==> src/rtl/sr_ctrl_pkg.sv <==
// rtl/sr_ctrl_pkg.sv - shared state type and parameter check for the sr_latch command path
package sr_ctrl_pkg;

   typedef enum logic [1:0] {IDLE, DRIVE_S, DRIVE_R, GAP} sr_ctrl_state_e;

   function automatic logic sr_params_ok(input int sync_stages, input int debounce_cycles,
                                         input int pulse_len, input int reset_priority);
      return (sync_stages >= 2) && (debounce_cycles >= 1) && (pulse_len >= 1) &&
             ((reset_priority == 0) || (reset_priority == 1));
   endfunction

endpackage

==> src/rtl/sr_debounce.sv <==
// rtl/sr_debounce.sv - synchroniser, debouncer and rising-edge detector for one raw command
module sr_debounce #(
   parameter int SYNC_STAGES     = 2,
   parameter int DEBOUNCE_CYCLES = 16
) (
   input  logic clk,
   input  logic rst_n,
   input  logic raw,
   output logic req
);

   localparam int CNT_W = $clog2(DEBOUNCE_CYCLES + 1);
   localparam logic [CNT_W-1:0] CNT_LAST = CNT_W'(DEBOUNCE_CYCLES - 1);

   logic [SYNC_STAGES-1:0] sync_chain;
   logic                   sync_x;
   logic                   deb_x;
   logic                   deb_q;
   logic [CNT_W-1:0]       cnt;

   assign sync_x = sync_chain[SYNC_STAGES-1];

   // Level flips only after DEBOUNCE_CYCLES consecutive mismatching samples.
   always_ff @(posedge clk or negedge rst_n) begin
      if (!rst_n) begin
         sync_chain <= '0;
         cnt        <= '0;
         deb_x      <= 1'b0;
         deb_q      <= 1'b0;
      end else begin
         sync_chain <= {sync_chain[SYNC_STAGES-2:0], raw};
         deb_q      <= deb_x;
         if (sync_x == deb_x) begin
            cnt <= '0;
         end else if (cnt == CNT_LAST) begin
            deb_x <= ~deb_x;
            cnt   <= '0;
         end else begin
            cnt <= cnt + CNT_W'(1);
         end
      end
   end

   assign req = deb_x & ~deb_q;

endmodule

==> src/rtl/sr_cmd_conditioner.sv <==
// rtl/sr_cmd_conditioner.sv - turns raw set/reset commands into exclusive, guarded S/R pulses
module sr_cmd_conditioner
   import sr_ctrl_pkg::*;
#(
   parameter int SYNC_STAGES     = 2,
   parameter int DEBOUNCE_CYCLES = 16,
   parameter int PULSE_LEN       = 2,
   parameter int RESET_PRIORITY  = 1
) (
   input  logic clk,
   input  logic rst_n,
   input  logic set_raw,
   input  logic rst_raw,
   output logic S,
   output logic R,
   output logic busy,
   output logic conflict
);

   localparam int PCNT_W = $clog2(PULSE_LEN + 1);
   localparam logic [PCNT_W-1:0] PCNT_LAST = PCNT_W'(PULSE_LEN - 1);

   if (!sr_params_ok(SYNC_STAGES, DEBOUNCE_CYCLES, PULSE_LEN, RESET_PRIORITY)) begin : g_bad_params
      $error("sr_cmd_conditioner: parameter out of range");
   end

   sr_ctrl_state_e    state, state_d;
   logic [PCNT_W-1:0] pcnt, pcnt_d;
   logic              pend_s, pend_r, pend_s_d, pend_r_d;
   logic              req_s, req_r;
   logic              want_s, want_r;

   sr_debounce #(.SYNC_STAGES(SYNC_STAGES), .DEBOUNCE_CYCLES(DEBOUNCE_CYCLES)) u_deb_set (
      .clk   (clk),
      .rst_n (rst_n),
      .raw   (set_raw),
      .req   (req_s)
   );

   sr_debounce #(.SYNC_STAGES(SYNC_STAGES), .DEBOUNCE_CYCLES(DEBOUNCE_CYCLES)) u_deb_rst (
      .clk   (clk),
      .rst_n (rst_n),
      .raw   (rst_raw),
      .req   (req_r)
   );

   assign want_s = req_s | pend_s;
   assign want_r = req_r | pend_r;

   always_comb begin
      state_d  = state;
      pcnt_d   = pcnt;
      pend_s_d = pend_s;
      pend_r_d = pend_r;
      conflict = 1'b0;
      case (state)
         IDLE: begin
            pcnt_d = '0;
            // Coinciding requests: one wins, the loser is dropped rather than queued.
            if (want_s && want_r) begin
               conflict = 1'b1;
               state_d  = (RESET_PRIORITY != 0) ? DRIVE_R : DRIVE_S;
               pend_s_d = 1'b0;
               pend_r_d = 1'b0;
            end else if (want_s) begin
               state_d  = DRIVE_S;
               pend_s_d = 1'b0;
            end else if (want_r) begin
               state_d  = DRIVE_R;
               pend_r_d = 1'b0;
            end
         end
         DRIVE_S, DRIVE_R: begin
            if (pcnt == PCNT_LAST) begin
               state_d = GAP;
               pcnt_d  = '0;
            end else begin
               pcnt_d = pcnt + PCNT_W'(1);
            end
         end
         GAP:     state_d = IDLE;
         default: state_d = IDLE;
      endcase
      if (state != IDLE) begin
         if (req_s) pend_s_d = 1'b1;
         if (req_r) pend_r_d = 1'b1;
      end
   end

   always_ff @(posedge clk or negedge rst_n) begin
      if (!rst_n) begin
         state  <= IDLE;
         pcnt   <= '0;
         pend_s <= 1'b0;
         pend_r <= 1'b0;
         S      <= 1'b0;
         R      <= 1'b0;
      end else begin
         state  <= state_d;
         pcnt   <= pcnt_d;
         pend_s <= pend_s_d;
         pend_r <= pend_r_d;
         S      <= (state_d == DRIVE_S);
         R      <= (state_d == DRIVE_R);
      end
   end

   assign busy = (state != IDLE);

   a_exclusive: assert property (@(posedge clk) disable iff (!rst_n) !(S && R));
   a_conflict_idle: assert property (@(posedge clk) disable iff (!rst_n) conflict |-> (state == IDLE));
   a_hold_s: assert property (@(posedge clk) disable iff (!rst_n) (S && (pcnt != PCNT_LAST)) |=> S);
   a_hold_r: assert property (@(posedge clk) disable iff (!rst_n) (R && (pcnt != PCNT_LAST)) |=> R);
   a_end_s: assert property (@(posedge clk) disable iff (!rst_n) (S && (pcnt == PCNT_LAST)) |=> (state == GAP));
   a_end_r: assert property (@(posedge clk) disable iff (!rst_n) (R && (pcnt == PCNT_LAST)) |=> (state == GAP));
   a_gap: assert property (@(posedge clk) disable iff (!rst_n) (state == GAP) |-> (!S && !R));

endmodule

==> config.mk <==
export PLATFORM = sky130hd
export DESIGN_NAME = sr_cmd_conditioner
export DESIGN_NICKNAME = d
export VERILOG_FILES = /design/src/rtl/sr_ctrl_pkg.sv /design/src/rtl/sr_debounce.sv /design/src/rtl/sr_cmd_conditioner.sv
export SDC_FILE = /design/constraint.sdc
export NUM_CORES = 1
export LEC_CHECK = 0
export ABC_AREA = 1
export CAP_MARGIN = 20
export CORE_ASPECT_RATIO = 1.25
export CORE_MARGIN = 2
export CORE_UTILIZATION = 45
export CTS_CLUSTER_SIZE = 40
export DETAILED_ROUTE_END_ITERATION = 6
export MAX_ROUTING_LAYER = met4
export PLACE_DENSITY = 0.78
export SETUP_SLACK_MARGIN = 0.15
export SKIP_LAST_GASP = 1
export SLEW_MARGIN = 20
export SYNTH_ARGS = -nofsm -noshare
export SYNTH_HDL_FRONTEND = slang
export SYNTH_HIERARCHICAL = 1
export SYNTH_SLANG_ARGS = --single-unit
==> constraint.sdc <==
create_clock -name clk -period 1.1 [get_ports clk]
set_input_delay 0.165 -clock clk [delete_from_list [all_inputs] [get_ports clk]]
set_output_delay 0.165 -clock clk [all_outputs]
set_load 0.01 [all_outputs]
==> results of run 1 <==
-- power groups by stage --
stage | Sequential (µW) | Clock (µW) | Combinational (µW)
floorplan | 1030 | 0 | 74.1
global placement | 1030 | 0 | 137
detailed placement | 1030 | 0 | 146
CTS | 1010 | 474 | 178
global route | 1020 | 517 | 214
finish | 1020 | 465 | 194
-- cell type report --
type / count / area (µm²)
Clock buffer: 4 / 36.28
Fill cell: 186 / 855.8
Inverter: 22 / 87.58
Multi-Input combinational cell: 74 / 526.8
Sequential cell: 26 / 650.6
Tap cell: 33 / 41.29
Timing Repair Buffer: 24 / 203.9
-- placed cells by master, fill, tap and decap left out --
cell | synthesis | routed
sky130_fd_sc_hd__a21oi_1 | 2 | 1
sky130_fd_sc_hd__a21oi_2 | 1 | 2
sky130_fd_sc_hd__buf_12 | 0 | 1
sky130_fd_sc_hd__buf_2 | 0 | 3
sky130_fd_sc_hd__buf_4 | 0 | 14
sky130_fd_sc_hd__buf_6 | 0 | 3
sky130_fd_sc_hd__clkbuf_4 | 0 | 3
sky130_fd_sc_hd__clkbuf_8 | 0 | 1
sky130_fd_sc_hd__clkdlybuf4s50_1 | 0 | 3
sky130_fd_sc_hd__dfrtp_1 | 26 | 26
sky130_fd_sc_hd__ha_4 | 0 | 5
sky130_fd_sc_hd__inv_1 | 19 | 12
sky130_fd_sc_hd__inv_2 | 3 | 8
sky130_fd_sc_hd__inv_4 | 0 | 2
sky130_fd_sc_hd__nand2_1 | 27 | 24
sky130_fd_sc_hd__nand2_2 | 6 | 8
sky130_fd_sc_hd__nand2_4 | 1 | 2
sky130_fd_sc_hd__nand3_1 | 4 | 2
sky130_fd_sc_hd__nand3_2 | 0 | 2
sky130_fd_sc_hd__nand4_1 | 4 | 4
sky130_fd_sc_hd__nor2_1 | 17 | 11
sky130_fd_sc_hd__nor2_2 | 3 | 7
sky130_fd_sc_hd__nor2_4 | 1 | 3
sky130_fd_sc_hd__nor3_2 | 0 | 1
sky130_fd_sc_hd__xnor2_2 | 0 | 2
-- through the flow --
stage               util [%]  setup slack (ns)
CTS                    62.03           -0.3567
global route           64.38           -0.4022
finish                 64.38           -0.3791
global placement       56.93           -0.3680
detailed placement     56.93           -0.4526
floorplan                  -           0.02831
-- metal layers --
metal	global-route usage (%)	wire (µm)	vias up
li1	-	-	421
met1	16.15	817	413
met2	34.25	1249	14
met3	1.750	46	8
met4	6.122	53	0
met5	-	0	-
-- kinds of logic after synthesis --
family	count (synthesis)	synth area share (%)
flops	26	57.78
simple gates	64	26.11
compound gates	3	1.667
xor+xnor	2	1.556
buf+inv	22	7.333
fa+ha+maj	5	5.556
-- timing repair --
item / 4_1_cts / 5_1_grt
pin swaps: 12 / 12
buffers inserted: 5 / 1
resized for setup: 33 / 13
setup endpoints to repair: 21 / 21
-- path summary, 6_finish.rpt --
check / from / endpoint / slack [ns] / cells after the start
min: rst_n / u_deb_rst/cnt[3] / 0.19 / 2
min reg2reg: u_deb_rst/sync_chain[0] / u_deb_rst/sync_chain[1] / 0.36 / 0
min in group clk: rst_raw / u_deb_rst/sync_chain[0] / 0.29 / 1
max: state[0] / conflict / -0.38 / 5
max reg2reg: state[0] / S / -0.22 / 11
max in group asynchronous: rst_n / u_deb_rst/cnt[2] / 0.76 / 2
-- state kept, by name, summed over array words and instances, names as in the netlist, 2 cells and up --
register              flops
u_deb_rst/sync_chain      2
u_deb_set/cnt             5
u_deb_rst/cnt             5
state                     2
pcnt                      2
u_deb_set/sync_chain      2
-- worst register-to-register path, stage by stage, from the launching register on --
cell                      delay [ns]
sky130_fd_sc_hd__dfrtp_1        0.39
sky130_fd_sc_hd__inv_2          0.06
sky130_fd_sc_hd__buf_4          0.13
sky130_fd_sc_hd__buf_6          0.11
sky130_fd_sc_hd__ha_4           0.16
sky130_fd_sc_hd__inv_4          0.05
sky130_fd_sc_hd__nand2_2        0.05
sky130_fd_sc_hd__inv_2          0.08
sky130_fd_sc_hd__nand2_2        0.06
sky130_fd_sc_hd__nand2_4        0.08
sky130_fd_sc_hd__inv_2          0.03
sky130_fd_sc_hd__nor2_2         0.06
==> impl_results.rst, run 1 <==
.. list-table::
   :header-rows: 1

   * - Metric
     - Value
   * - Inserted Clock Buffers
     - 3
   * - Max VDD drop
     - 699.9 µV
   * - Result of the run
     - finished with violations
   * - Pin count of the biggest net entering global routing
     - 27
   * - Setup CP Type
     - reg -> out
   * - Total nets after synthesis
     - roughly 130
   * - Overall global routing resource usage
     - between 10% and 20%
   * - Number of global-route vias before repair
     - 888
   * - Portion of total power attributed to combinational logic
     - 11.5%
   * - Worst-path cell chain
     - inv_2 > ha_4 > inv_4 > nor3_2 > buf_2
   * - Max FO, Critical Path
     - 2
   * - Total instance count after detailed placement
     - 173
   * - Cell at the root of the clock tree
     - sky130_fd_sc_hd__clkbuf_4
   * - Period utilisation layout
     - 134.5%
   * - Number of distinct library cell variants in the gate-level netlist after synthesis
     - 16
   * - Failing checks
     - negative setup slack
   * - Transition time at the pin with the least slew margin
     - 0.2445 ns
   * - Syn Area/Cell
     - 9.230 µm²
   * - CP Data Required Time
     - 0.94 ns
   * - Area share of the largest cell type after synthesis
     - 57.78%
   * - Final worst slack
     - -0.3791 ns
   * - Iteration-0 DRC Markers
     - 35
   * - Cell types occupying the most area after synthesis
     - sky130_fd_sc_hd__dfrtp_1, sky130_fd_sc_hd__nand2_1, sky130_fd_sc_hd__inv_1
   * - Worst hold margin
     - 0.1905 ns
   * - Area leader, netlist
     - sky130_fd_sc_hd__dfrtp_1
   * - Power per cell area
     - ~1100 nW/µm²
   * - Post-detailed-route DRC marker count
     - 0
   * - Unrepaired setup endpoints after global routing
     - true
   * - Clock sinks
     - 26
   * - Static leakage power
     - 0.0007793 µW
   * - Die extent in x
     - just under 50 µm
   * - Number of flops mapped to enable cells by yosys
     - 0
   * - Final instance area
     - about 1500 µm²
   * - CP Launch Type
     - flip-flop
   * - Final min period
     - 1.479 ns
   * - Type of the worst min-delay path
     - in -> async
   * - Drt via density
     - 4.678
   * - Count of buffers inserted at the top-level ports
     - 7
   * - CORE AREA
     - roughly 2400 µm²
   * - Worst setup EP type
     - output pin
   * - Starting density of the core
     - 46.87%
   * - Net switching power figure
     - 391.2 µW
   * - Wirelength per Cell
     - roughly 12 µm
   * - H-tree depth
     - 1
   * - Die boundary height
     - about 60 µm
   * - DRT antenna net count
     - 0
   * - Switching power share of the total
     - 23.33%
   * - Placed wire-length estimate
     - 1.493 mm
   * - Hold_buf cts
     - 0
   * - Sum of internal, switching and leakage power
     - 1677 µW
   * - Sequential share of the synthesized area
     - around 58%
   * - Initial antenna violation count
     - 0
   * - Number of failing hold endpoints at the final stage
     - 0
   * - Total grt overflow
     - 0
   * - Synth async-reset ratio
     - 100.0%
   * - Ratio of cells with drive above 1 in the final layout
     - 44.67%
   * - Number of placement rows
     - 20
   * - Number of setup violations in the final report
     - 6
   * - Final clock skew
     - 0.004750 ns
   * - Die Outline Area
     - roughly 2900 µm²
   * - Clock group share of total power
     - 27.7%
   * - Top Ports
     - 8
   * - Fraction of power consumed by sequential logic
     - 60.7%
   * - Clock tree from TritonCTS
     - built
   * - Max Cap Viol
     - 0
   * - Most numerous cell in the Yosys netlist
     - sky130_fd_sc_hd__nand2_1
   * - Post-synth top cells
     - sky130_fd_sc_hd__nand2_1, sky130_fd_sc_hd__dfrtp_1, sky130_fd_sc_hd__inv_1, sky130_fd_sc_hd__nor2_1, sky130_fd_sc_hd__nand2_2
   * - RePlAce Congestion
     - 0.8006
   * - Inserted Diodes
     - 0
   * - CTS clk-pin slew, worst paths
     - 0.13 ns
   * - Post-synthesis sequential element count
     - 26
   * - Number of max-slew violations in the final report
     - 0
   * - Gate Count Post-Synth
     - 122
   * - Slew headroom
     - 83.70%
   * - Vias
     - 856
   * - Clk_lat worst skew
     - 0.31 ns
   * - Int Power
     - between 1000 and 1500 µW
   * - Cell family with most CP delay
     - flip-flops
   * - Count of TritonRoute iterations in the first routing pass
     - 4
   * - Post-Synthesis Cell Area
     - 1126 µm²
   * - CP max stage delay
     - 0.42 ns
   * - Post-Layout Cell Count
     - roughly 180
   * - CP max stage cell
     - sky130_fd_sc_hd__dfrtp_1
   * - Relative area change from synthesis to final layout
     - 37.33%
   * - Endpoint arrival time on the critical path
     - 1.31 ns
   * - Post-layout nets
     - 160
   * - Final total negative setup slack
     - -1.324 ns
   * - Dominant synthesized flop cell
     - sky130_fd_sc_hd__dfrtp_1
   * - Post-placement cell area
     - 1368 µm²
   * - Aggregate routed wire length
     - 2.165 mm
   * - Maximum buffer depth of the clock tree
     - 2
   * - YS warnings
     - 6
   * - Buffers and inverters on the worst path
     - 3
   * - Highest Clock Rate
     - 0.6761 GHz
   * - Wire length of the first global-routing pass
     - 3.581 mm
No activity file was read; power rests on OpenSTA's default activity.
==> run 2, diff against run 1 <==
- PLACE_DENSITY: 0.78 -> 0.76
- clock period: 1.1 -> 1.7 ns (I/O delays scaled with it)
==> run 2 against run 1 <==
The flow now finishes without violations. Sequential power fell by 36%. Critical path type unchanged. Sequential share of layout area rose by 5.0 points. Wire length is 9.4% lower. Non-clock buffer count is 5 lower.
==> impl_results.rst, run 2 (synthesis results as in run 1) <==
.. list-table::
   :header-rows: 1

   * - Metric
     - Value
   * - Power per cell area
     - between 700 and 800 nW/µm²
   * - Clk_lat worst skew
     - 0.32 ns
   * - Drt via density
     - 4.556
   * - Clock tree from TritonCTS
     - built
   * - Top routing layer in use
     - met4
   * - Top Ports
     - 8
   * - Unrepaired setup endpoints after global routing
     - true
   * - Inserted Clock Buffers
     - 3
   * - Wirelength per Cell
     - 11.02 µm
   * - Metal3 WL
     - between 30 and 40 µm
   * - Met2 wirelength from detailed routing
     - 1.091 mm
   * - Ratio of cells with drive above 1 in the final layout
     - 26.90%
   * - Post-placement cell area
     - ~1300 µm²
   * - Count of TritonRoute iterations in the first routing pass
     - 4
   * - Aggregate routed wire length
     - approximately 2 mm
   * - Number of setup violations in the final report
     - 0
   * - CP Data Required Time
     - between 1 and 1.5 ns
   * - Number of failing hold endpoints at the final stage
     - 0
   * - Post-layout nets
     - between 150 and 200
   * - Post-placement worst setup slack
     - -0.01088 ns
   * - Endpoint arrival time on the critical path
     - 1.35 ns
   * - Placed wire-length estimate
     - ~1.3 mm
   * - Static leakage power
     - around 0.00073 µW
   * - Initial antenna violation count
     - 0
   * - Overall global routing resource usage
     - 15.31%
   * - Largest registers
     - u_deb_rst/cnt x5, u_deb_set/cnt x5
   * - Inserted Diodes
     - 0
   * - Type of the worst min-delay path
     - in -> async
   * - Worst hold margin
     - 0.2853 ns
   * - Number of max-slew violations in the final report
     - 0
   * - CTS clk-pin slew, worst paths
     - 0.13 ns
   * - Number of global-route vias before repair
     - 817
   * - Worst setup EP type
     - output pin
   * - Max Cap Viol
     - 0
   * - Starting density of the core
     - 46.87%
   * - Most frequent cells in the layout
     - sky130_fd_sc_hd__nand2_1, sky130_fd_sc_hd__dfrtp_1, sky130_fd_sc_hd__inv_1, sky130_fd_sc_hd__nor2_1, sky130_fd_sc_hd__buf_4
   * - Period utilisation layout
     - 94.30%
   * - Setup CP Type
     - reg -> out
   * - Max VDD drop
     - 544.3 µV
   * - DRT antenna net count
     - 0
   * - Final clock skew
     - 0.004106 ns
   * - Count of buffers inserted at the top-level ports
     - 7
   * - Number of placement rows
     - 20
   * - Post-Layout Cell Count
     - 178
   * - Iteration-0 DRC Markers
     - 15
   * - Final total negative setup slack
     - 0 ns
   * - CORE AREA
     - 2402 µm²
   * - Relative area change from synthesis to final layout
     - 22.67%
   * - Wire length of the first global-routing pass
     - 3.277 mm
   * - Max FO, Critical Path
     - 2
   * - Total grt overflow
     - 0
   * - RePlAce Congestion
     - 0.7248
   * - CP Launch Type
     - flip-flop
   * - Pin count of the biggest net entering global routing
     - 27
   * - Most frequent standard cell in the layout excluding fill and tap cells
     - sky130_fd_sc_hd__nand2_1
   * - Highest Clock Rate
     - 0.6238 GHz
   * - Die Outline Area
     - 2921 µm²
   * - Slew headroom
     - ~80%
   * - Maximum buffer depth of the clock tree
     - 2
   * - Post-detailed-route DRC marker count
     - 0
   * - M1 wire length
     - 803 µm
   * - Cell at the root of the clock tree
     - sky130_fd_sc_hd__clkbuf_4
   * - Vias
     - 811
   * - Total instance count after detailed placement
     - between 150 and 200
   * - Result of the run
     - finished, final reports clean
   * - Transition time at the pin with the least slew margin
     - 0.3252 ns
   * - H-tree depth
     - 1
   * - Final worst slack
     - 0.09687 ns
   * - Die boundary height
     - around 60 µm
   * - Final min period
     - approximately 1.6 ns
   * - Die extent in x
     - approximately 49 µm
   * - Clock sinks
     - 26
   * - Final instance area
     - 1381 µm²
## run 2: path summary, 6_finish.rpt
check                                        start                       to  slack, ns  cells past startpoint
setup reg to reg                          state[0]                        S       0.25                     11
setup / recovery                          state[0]                 conflict        0.1                      5
min in group clk                           set_raw  u_deb_set/sync_chain[0]       0.37                      1
hold / removal                               rst_n         u_deb_rst/cnt[4]       0.29                      2
hold reg to reg            u_deb_set/sync_chain[0]  u_deb_set/sync_chain[1]       0.38                      0
max in group asynchronous                    rst_n  u_deb_rst/sync_chain[0]       1.17                      2
## run 2: critical path, cell delays in order, from the launching register on
cell,delay [ns]
sky130_fd_sc_hd__dfrtp_1,0.43
sky130_fd_sc_hd__inv_2,0.09
sky130_fd_sc_hd__ha_4,0.14
sky130_fd_sc_hd__inv_2,0.04
sky130_fd_sc_hd__nor3_2,0.17
sky130_fd_sc_hd__buf_2,0.15
## run 2: repair_timing
item                                    CTS  global route
buffers inserted                          4             4
endpoints found under the hold margin     0             0
endpoints found under the setup margin    2             2
pin swaps                                 2             3
resized for setup                        11             3
hold buffers                              0             0
## run 2: power breakdown
part / internal (µW) / leakage [µW] / total, µW / switching [µW]
clock: 131 / 0.0000210 / 305 / 174
sequential: 638 / 0.000349 / 654 / 16.2
combinational: 39.5 / 0.000359 / 86.2 / 46.8
## run 2: area by class of cell
type / count / area (µm²)
fill: 208 / 1021
sequential: 26 / 650.6
multi-input combinational: 74 / 415.4
timing repair buffer: 19 / 155.1
inverter: 22 / 82.58
tap: 33 / 41.29
clock buffer: 4 / 36.28
## run 2: routing by layer
layer / vias to the layer above / GRT usage, %
met5: - / -
met2: 10 / 28.18
met4: 0 / 7.347
met3: 4 / 1.750
met1: 386 / 16.61
li1: 411 / -
## run 2: per-stage QoR
step	total power (µW)	utilization, %
global route	1095	57.50
floorplan	706.8	-
finish	1046	57.50
global placement	741.8	52.76
CTS	1051	55.83
detailed placement	745.6	52.76
